==> src/rtl/pot_scan_sequencer.sv <==
// pot_scan_sequencer
//    Round-robin scheduler for the six slide-pot A2D conversions (LP, B1,
//    B2, B3, HP, volume). Each conversion is two SPI transactions on the
//    ADC128S: a channel-select, a settle wait, then a read of the same
//    channel. Results land in one output register per pot.
//
//    Parameters
//       SETTLE_CYCLES   idle cycles between select-done and read-wrt (>= 1)
//       SCAN_GAP        idle cycles after a full sweep (>= 1)
//
//    Ports
//       clk             system clock
//       rst_n           synchronous active-low reset
//       scan_en         sweeping allowed; on drop, finish current pot then park
//       wrt / cmd       start strobe and command word to the SPI master
//       done / rd_data  SPI completion pulse and receive word (result in [11:0])
//       *_pot, volume   latched 12-bit pot values
//       pot_vld/pot_idx one-cycle update pulse and the index updated
//       sweep_done      pulse after the volume register updates
//
//    Build option
//       POT_SMOOTH_EN   when defined, each store applies a 1/4 IIR step toward
//                       the new sample (the first store after reset loads raw)
//
//    state    | meaning
//    ---------+-------------------------------------------------------
//    S_IDLE   | parked; start a conversion at idx when scan_en is high
//    S_SEL    | channel-select transaction outstanding, wait for done
//    S_SETTLE | down-counting settle time before the read transaction
//    S_RD     | read transaction outstanding, capture rd_data on done
//    S_STORE  | write pot register, advance idx, chain or park
//    S_GAP    | down-counting inter-sweep gap
module pot_scan_sequencer #(
   parameter int SETTLE_CYCLES = 32,
   parameter int SCAN_GAP      = 1024
) (
   input  logic        clk,
   input  logic        rst_n,
   input  logic        scan_en,
   output logic        wrt,
   output logic [15:0] cmd,
   input  logic        done,
   input  logic [15:0] rd_data,
   output logic [11:0] LP_pot,
   output logic [11:0] B1_pot,
   output logic [11:0] B2_pot,
   output logic [11:0] B3_pot,
   output logic [11:0] HP_pot,
   output logic [11:0] volume,
   output logic        pot_vld,
   output logic [2:0]  pot_idx,
   output logic        sweep_done
);

   localparam logic [2:0] S_IDLE   = 3'd0;
   localparam logic [2:0] S_SEL    = 3'd1;
   localparam logic [2:0] S_SETTLE = 3'd2;
   localparam logic [2:0] S_RD     = 3'd3;
   localparam logic [2:0] S_STORE  = 3'd4;
   localparam logic [2:0] S_GAP    = 3'd5;

   localparam int CNT_MAX = (SETTLE_CYCLES > SCAN_GAP) ? SETTLE_CYCLES : SCAN_GAP;
   localparam int CNT_W   = $clog2(CNT_MAX + 1);
   localparam logic [CNT_W-1:0] SETTLE_LOAD = CNT_W'(SETTLE_CYCLES - 1);
   localparam logic [CNT_W-1:0] GAP_LOAD    = CNT_W'(SCAN_GAP - 1);

   logic [2:0]       state_q;
   logic [2:0]       idx_q;
   logic [CNT_W-1:0] cnt_q;
   logic [11:0]      sample_q;
   logic [11:0]      pot_q [6];
   logic [11:0]      new_val;

   // upper nibble of the receive word carries no conversion data
   logic unused_rd_hi;
   assign unused_rd_hi = ^rd_data[15:12];

   // board wiring of pots to ADC inputs is not in index order
   function automatic logic [15:0] cmd_word(input logic [2:0] i);
      logic [2:0] ch;
      case (i)
         3'd0:    ch = 3'd1;
         3'd1:    ch = 3'd0;
         3'd2:    ch = 3'd4;
         3'd3:    ch = 3'd2;
         3'd4:    ch = 3'd3;
         default: ch = 3'd7;
      endcase
      return {2'b00, ch, 11'h000};
   endfunction

`ifdef POT_SMOOTH_EN
   logic [5:0]         init_q;
   logic [11:0]        old_val;
   logic               old_init;
   logic signed [12:0] old_s;
   logic signed [12:0] diff_s;
   logic signed [12:0] sum_s;

   always_comb begin
      old_val  = '0;
      old_init = 1'b0;
      for (int i = 0; i < 6; i++) begin
         if (idx_q == 3'(i)) begin
            old_val  = pot_q[i];
            old_init = init_q[i];
         end
      end
      old_s   = $signed({1'b0, old_val});
      diff_s  = $signed({1'b0, sample_q}) - old_s;
      sum_s   = old_s + (diff_s >>> 2);
      new_val = old_init ? sum_s[11:0] : sample_q;
   end
`else
   always_comb begin
      new_val = sample_q;
   end
`endif

   always_ff @(posedge clk) begin
      if (!rst_n) begin
         state_q    <= S_IDLE;
         idx_q      <= '0;
         cnt_q      <= '0;
         sample_q   <= '0;
         wrt        <= 1'b0;
         cmd        <= '0;
         pot_vld    <= 1'b0;
         pot_idx    <= '0;
         sweep_done <= 1'b0;
         for (int i = 0; i < 6; i++) pot_q[i] <= '0;
`ifdef POT_SMOOTH_EN
         init_q     <= '0;
`endif
      end else begin
         wrt        <= 1'b0;
         pot_vld    <= 1'b0;
         sweep_done <= 1'b0;
         case (state_q)
            S_IDLE: begin
               if (scan_en) begin
                  state_q <= S_SEL;
                  wrt     <= 1'b1;
                  cmd     <= cmd_word(idx_q);
               end
            end
            S_SEL: begin
               if (done) begin
                  state_q <= S_SETTLE;
                  cnt_q   <= SETTLE_LOAD;
               end
            end
            S_SETTLE: begin
               if (cnt_q == '0) begin
                  state_q <= S_RD;
                  wrt     <= 1'b1;
               end else begin
                  cnt_q <= cnt_q - 1'b1;
               end
            end
            S_RD: begin
               if (done) begin
                  state_q  <= S_STORE;
                  sample_q <= rd_data[11:0];
               end
            end
            S_STORE: begin
               for (int i = 0; i < 6; i++) begin
                  if (idx_q == 3'(i)) begin
                     pot_q[i] <= new_val;
`ifdef POT_SMOOTH_EN
                     init_q[i] <= 1'b1;
`endif
                  end
               end
               pot_vld <= 1'b1;
               pot_idx <= idx_q;
               if (idx_q == 3'd5) begin
                  idx_q      <= '0;
                  sweep_done <= 1'b1;
                  state_q    <= S_GAP;
                  cnt_q      <= GAP_LOAD;
               end else begin
                  idx_q <= idx_q + 3'd1;
                  // chaining straight into SEL saves an IDLE cycle per pot
                  if (scan_en) begin
                     state_q <= S_SEL;
                     wrt     <= 1'b1;
                     cmd     <= cmd_word(idx_q + 3'd1);
                  end else begin
                     state_q <= S_IDLE;
                  end
               end
            end
            S_GAP: begin
               if (cnt_q == '0) state_q <= S_IDLE;
               else             cnt_q   <= cnt_q - 1'b1;
            end
            default: state_q <= S_IDLE;
         endcase
      end
   end

   assign LP_pot = pot_q[0];
   assign B1_pot = pot_q[1];
   assign B2_pot = pot_q[2];
   assign B3_pot = pot_q[3];
   assign HP_pot = pot_q[4];
   assign volume = pot_q[5];

endmodule

==> config.mk <==
export PLATFORM = sky130hd
export DESIGN_NAME = pot_scan_sequencer
export DESIGN_NICKNAME = d
export VERILOG_FILES = /design/src/rtl/pot_scan_sequencer.sv
export SDC_FILE = /design/constraint.sdc
export NUM_CORES = 1
export LEC_CHECK = 0
export CORE_MARGIN = 2
export CORE_UTILIZATION = 51
export CTS_BUF_LIST = sky130_fd_sc_hd__clkbuf_2 sky130_fd_sc_hd__clkbuf_4 sky130_fd_sc_hd__clkbuf_8
export CTS_CLUSTER_DIAMETER = 80
export DETAILED_ROUTE_END_ITERATION = 10
export PLACE_DENSITY = 0.78
export SYNTH_ARGS = -nofsm -noshare
export SYNTH_HDL_FRONTEND = slang
export SYNTH_SLANG_ARGS = --single-unit
==> constraint.sdc <==
create_clock -name clk -period 3.2 [get_ports clk]
set_input_delay 0.96 -clock clk [delete_from_list [all_inputs] [get_ports clk]]
set_output_delay 0.96 -clock clk [all_outputs]
set_load 0.02 [all_outputs]
======== Yosys cells after proc, flatten, opt, wreduce, memory -nomap -nowiden ========
Memory sizes are Yosys's and may differ from the RTL's.
Cells that the tools add are included.
cells by class
  equality and inequality tests ........... 23
  bitwise gates (word level) .............. 6
  add/subtract/negate cells ............... 2
  muxes and demuxes ....................... 55
  reductions and logical operators ........ 11
operators with widths
  operator                                             number
  two-way mux 12 bit                                   6
  two-way mux 16 bit                                   3
  two-way mux 11 bit                                   3
  one-hot mux 11 bit (3 select lines)                  1
  one-hot mux 16 bit (2 select lines)                  1
  two-way mux 1 bit                                    30
  one-hot mux 3 bit (5 select lines)                   2
  two-way mux 3 bit                                    7
  equality test 3 x 2 -> 1 bit, second input constant  6
  != test 2 bit, second input constant                 9
  one-hot mux 3 bit (6 select lines)                   1
  equality test 3 bit, second input constant           5
  logical NOT 11 bit                                   1
  subtractor 11 x 1 -> 11 bit, second input constant   1
  equality test 3 x 1 -> 1 bit, second input constant  3
  logical NOT 3 bit                                    3
  AND reduction 4 bit                                  2
  OR 1 bit                                             6
  AND reduction 5 bit                                  1
  adder 3 x 1 -> 3 bit, second input constant          1
  one-hot mux 1 bit (3 select lines)                   1
  nonzero test 3 bit                                   1
  AND reduction 2 bit                                  1
  nonzero test 2 bit                                   1
  OR reduction 2 bit                                   1
storage, ports and cells
  output and inout bits ................... 94
  memories ................................ 1
  flip-flop bits (word level) ............. 51
  logic and storage cells ................. 107
  RAM bits ................................ 72
  input port bits ......................... 20
memory list
  name   words  width  rd ports  clocked after memory_dff  write ports  line  source
  pot_q  6      12     6         0                         6            71    logic [11:0] pot_q [6];

======== Logic depth before layout (Yosys ltp) ========
  depth after elaboration ................. 6
  depth in mapped cells ................... 8
  mapped depth without buffers ............ 7

======== Worst setup path after synthesis ========
No wires, ideal clock.
  path type ............................... register to register
  start ................................... register state_q[0]
  end ..................................... memory pot_q[4][0] (enable)
  setup time .............................. 398 ps
  setup slack ............................. 941 ps
  period minus slack after synthesis ...... 2,259 ps
  data arrival time ....................... 1,861 ps
  buffers on the path ..................... 2
  required time ........................... 2,802 ps
  stages on the path, launching flop included .. 6
  path through ............................ dfxtp_1 clkbuf_1 nor2_1 nand2_1 clkbuf_1 o21ai_0
RTL lines
  what                      line  source
  start: declaration        67    logic [2:0] state_q;
  start signal: assignment  122   state_q <= S_IDLE;
  start signal: assignment  142   state_q <= S_SEL;
  start signal: assignment  149   state_q <= S_SETTLE;
  end: declaration          71

======== Worst setup path after layout ========
  start ................................... register idx_q[0]
  end ..................................... register cnt_q[3]
on the way
  cells in the longest elaborated chain, start to end .. 3
ends and longest elaborated chain
  what                           line  source
  start: declaration             68    logic [2:0] idx_q;
  start signal: assignment       184   idx_q <= idx_q + 3'd1;
  equality test 3 bit            178   if (idx_q == 3'd5) begin
  != test 2 bit (no line)        -
  AND reduction 4 bit (no line)  -
  end signal: assignment         158   cnt_q <= cnt_q - 1'b1;
  end signal: assignment         197   else cnt_q <= cnt_q - 1'b1;
  end: declaration               69    logic [CNT_W-1:0] cnt_q;
Every way passes these cells.
A chain may end at the register's enable or synchronous reset.

==> results_dict.tcl <==
set metrics [dict create \
    routabilityCongestion 0.7676 \
    via_count 3340 \
    stdcell_count 619 \
    dpl_cell_area_sq_um 5640 \
    cts_htree_levels 3 \
    final-hold-violation-count 0 \
    r2r_start "idx_q[0]$_SDFFE_PN0P_" \
    outcome "complete, no violations" \
    slew_headroom_pct 38.45 \
    yosys.area.top_type "edfxtp_1" \
    start_util_pct 53.03 \
    n_antenna_cell 0 \
    max_freq_mhz 431.6 \
    maxCapViolCount 0 \
    fin_tns_setup_ns 0 \
    cts_sinks 110 \
    avgSynthCellArea_sq_um 11.09 \
    setup_viol 0 \
    cts_setup_buffers 0 \
    clk_path_buf_depth 2 \
    dp_cells 603 \
    wl_per_cell_um 16.87 \
    dr.pass1.iters 4 \
    end_kind "flop" \
    yosys_warnings 0 \
    worstPathMaxFanout 20 \
    finClkSkew_ns 0.01689 \
    ios 114 \
    min_period_ns 2.317 \
    ant_nets 0 \
    finalCritPeriodShare_pct 72.40 \
    slowest_delay_ns 0.60 \
    synth-seq-cells 110 \
    cts_root_buf "clkbuf_8" \
    rsz0062_at_grt "false" \
    grt_overflow 0 \
    io_buffers 96 \
    cts_tree "yes" \
    startpoint "idx_q[0]$_SDFFE_PN0P_" \
    worstHoldStart "pot_idx[0]$_SDFFE_PN0P_" \
    die_x_um 99.69 \
    ir_worst_vdd_uv 230.5 \
    cts_hold_buf 0 \
    die_area_sq_um 9937 \
    cp.arrival_ns 2.59 \
    clk-insertion-delay-late_ns 0.37 \
    dr.first_iter.drc_count 203 \
    viasPerCell 5.396 \
    critical_path.top_delay_family "compound AO/OA/AOI/OAI gates" \
    cpMaxStageDelayCell "ha_1" \
    coreArea_sq_um 8806 \
    layout-drive-gt1-share_pct 5.088 \
    syn_to_final_growth_pct 24.65 \
    grt_max_degree 37 \
    worstMarginPinSlew_ns 0.9222 \
    startpoint_type "flop" \
    grt_pass1_wl_um 16410 \
    grt_usage_pct 21.49 \
    syn_area_sq_um 4669 \
    synth_top_area_share_pct 46.30 \
    worstSetupPathType "reg -> reg" \
    die_height_um 99.69 \
    rows 34 \
    powerDensity_nw_per_um2 473.2 \
    antenna_found_initial 0 \
    clkTransAtPathRegs_ns 0.10 \
    numCtsBuffers 9 \
    cts_resized 0 \
    nets 533 \
    synthTopCellsByArea "edfxtp_1, dfxtp_1, and2_1" \
    yosysUniqueCellTypes 49 \
    synth_cells 421 \
    route.detailed.drc 0 \
    synth_seq_area_share_pct 62.59 \
    required_ns 3.47 \
    grt_pass1_vias 3207 \
    cp_num_buf_inv 0 \
    fin_area_sq_um 5821 \
    final_max_slew_viol_count 0 \
    holdWs_ns 0.4653 \
    hp-class "reg -> reg" \
    crit_chain "ha_1 -> a21o_1 -> a211oi_2 -> a21oi_2 -> a21oi_1 -> a311oi_1" \
    hpwlAfterDp_um 7506 \
    routed_wl_um 10440 \
    p_leak_nw 2.254 \
]
-- layer usage --
metal	track usage (%)	vias up	share of wire, %
met5	0	-	0
met3	3.373	15	5.4
met2	36.17	111	51
met4	7.903	0	1.8
li1	-	1624	-
met1	28.31	1590	41
-- flip-flops by register name, summed over array words and instances (netlist names) --
name / count
state_q: 3
cmd: 3
pot_idx: 3
pot_vld: 1
pot_q: 72
cnt_q: 11
sweep_done: 1
idx_q: 3
wrt: 1
new_val: 12
-- cell families after synthesis --
| logic type | Yosys count | synth area share, % |
|---|---|---|
| adder cells (fa/ha/maj) | 7 | 1.876 |
| XOR/XNOR | 1 | 0.1876 |
| AND/OR/NAND/NOR | 182 | 20.74 |
| multiplexers | 1 | 0.2144 |
| buffers and inverters | 48 | 5.091 |
| flip-flops | 110 | 62.59 |
| other | 1 | 0.08031 |
| AO/OA/AOI/OAI | 71 | 9.218 |
-- synthesized netlist by cell type (all sizes together) --
cell type,instances
a211o,2
a211oi,2
a21boi,2
a21o,3
a21oi,35
a221oi,2
a311oi,2
a31oi,2
and2,38
and3,38
and3b,1
and4b,2
buf,15
clkbuf,23
conb,1
dfxtp,38
edfxtp,72
ha,7
inv,10
mux2i,1
nand2,63
nand2b,4
nand3,5
nor2,14
nor2b,1
nor3,4
nor3b,1
nor4,4
nor4b,1
o211ai,1
o21a,2
o21ai,14
o21bai,1
o22ai,1
o311ai,1
o31ai,1
or2,2
or3,3
or4,1
xor2,1
-- cell usage in the layout (no fill, tap or decap), types with 2 or more instances in the layout --
cell	instances
and4b_1	2
conb_1	13
and3_1	38
nand3_1	5
nor3_1	4
dfxtp_1	38
clkdlybuf4s50_1	96
and2_1	38
a221oi_1	2
nor4_1	3
or3_1	3
nor2_1	14
a21o_1	3
inv_6	3
o21a_1	2
a31oi_1	2
o21ai_0	10
a211o_1	2
edfxtp_1	72
clkinvlp_4	2
nand2b_1	4
nand2_1	63
a21oi_1	34
o21ai_1	4
buf_4	4
ha_1	7
inv_1	10
clkbuf_8	9
clkbuf_4	2
-- cell type report --
class / count / area (sq um)
timing repair buffer: 100 / 991.0
fill: 687 / 2985
tap: 108 / 135.1
sequential: 110 / 2923
multi-input combinational: 275 / 1554
inverter: 10 / 37.54
clock inverter: 5 / 41.29
clock buffer: 11 / 138.9
-- where the power goes --
part           internal (mW)  total, mW  switching, mW
Clock                  0.310      0.772          0.462
Combinational          0.154      0.382          0.228
Sequential              1.56       1.60         0.0403
Total                   2.02       2.75          0.731
-- path summary, 6_finish.rpt --
kind	to	slack, ns	cells after the start
max reg2reg	cnt_q[3]$_SDFFE_PN0P_	0.88	6
max	cnt_q[3]$_SDFFE_PN0P_	0.88	6
min reg2reg	pot_idx[0]$_SDFFE_PN0P_	0.47	2
min	pot_idx[0]$_SDFFE_PN0P_	0.47	2
-- worst min-delay path, stage by stage (launching register included) --
cell     delay [ns]
dfxtp_1        0.32
nand2_1        0.05
a21oi_1        0.05
-- per-stage QoR --
step | utilization [%] | worst slack (ns) | power, mW
global route | 66.10 | 0.6316 | 2.864
finish | 66.10 | 0.8831 | 2.754
detailed placement | 64.05 | 0.5415 | 2.015
floorplan | - | 0.9412 | 1.891
global placement | 64.05 | 0.5466 | 2.002
CTS | 66.10 | 0.8748 | 2.768
No activity file was read; power rests on OpenSTA's default activity.
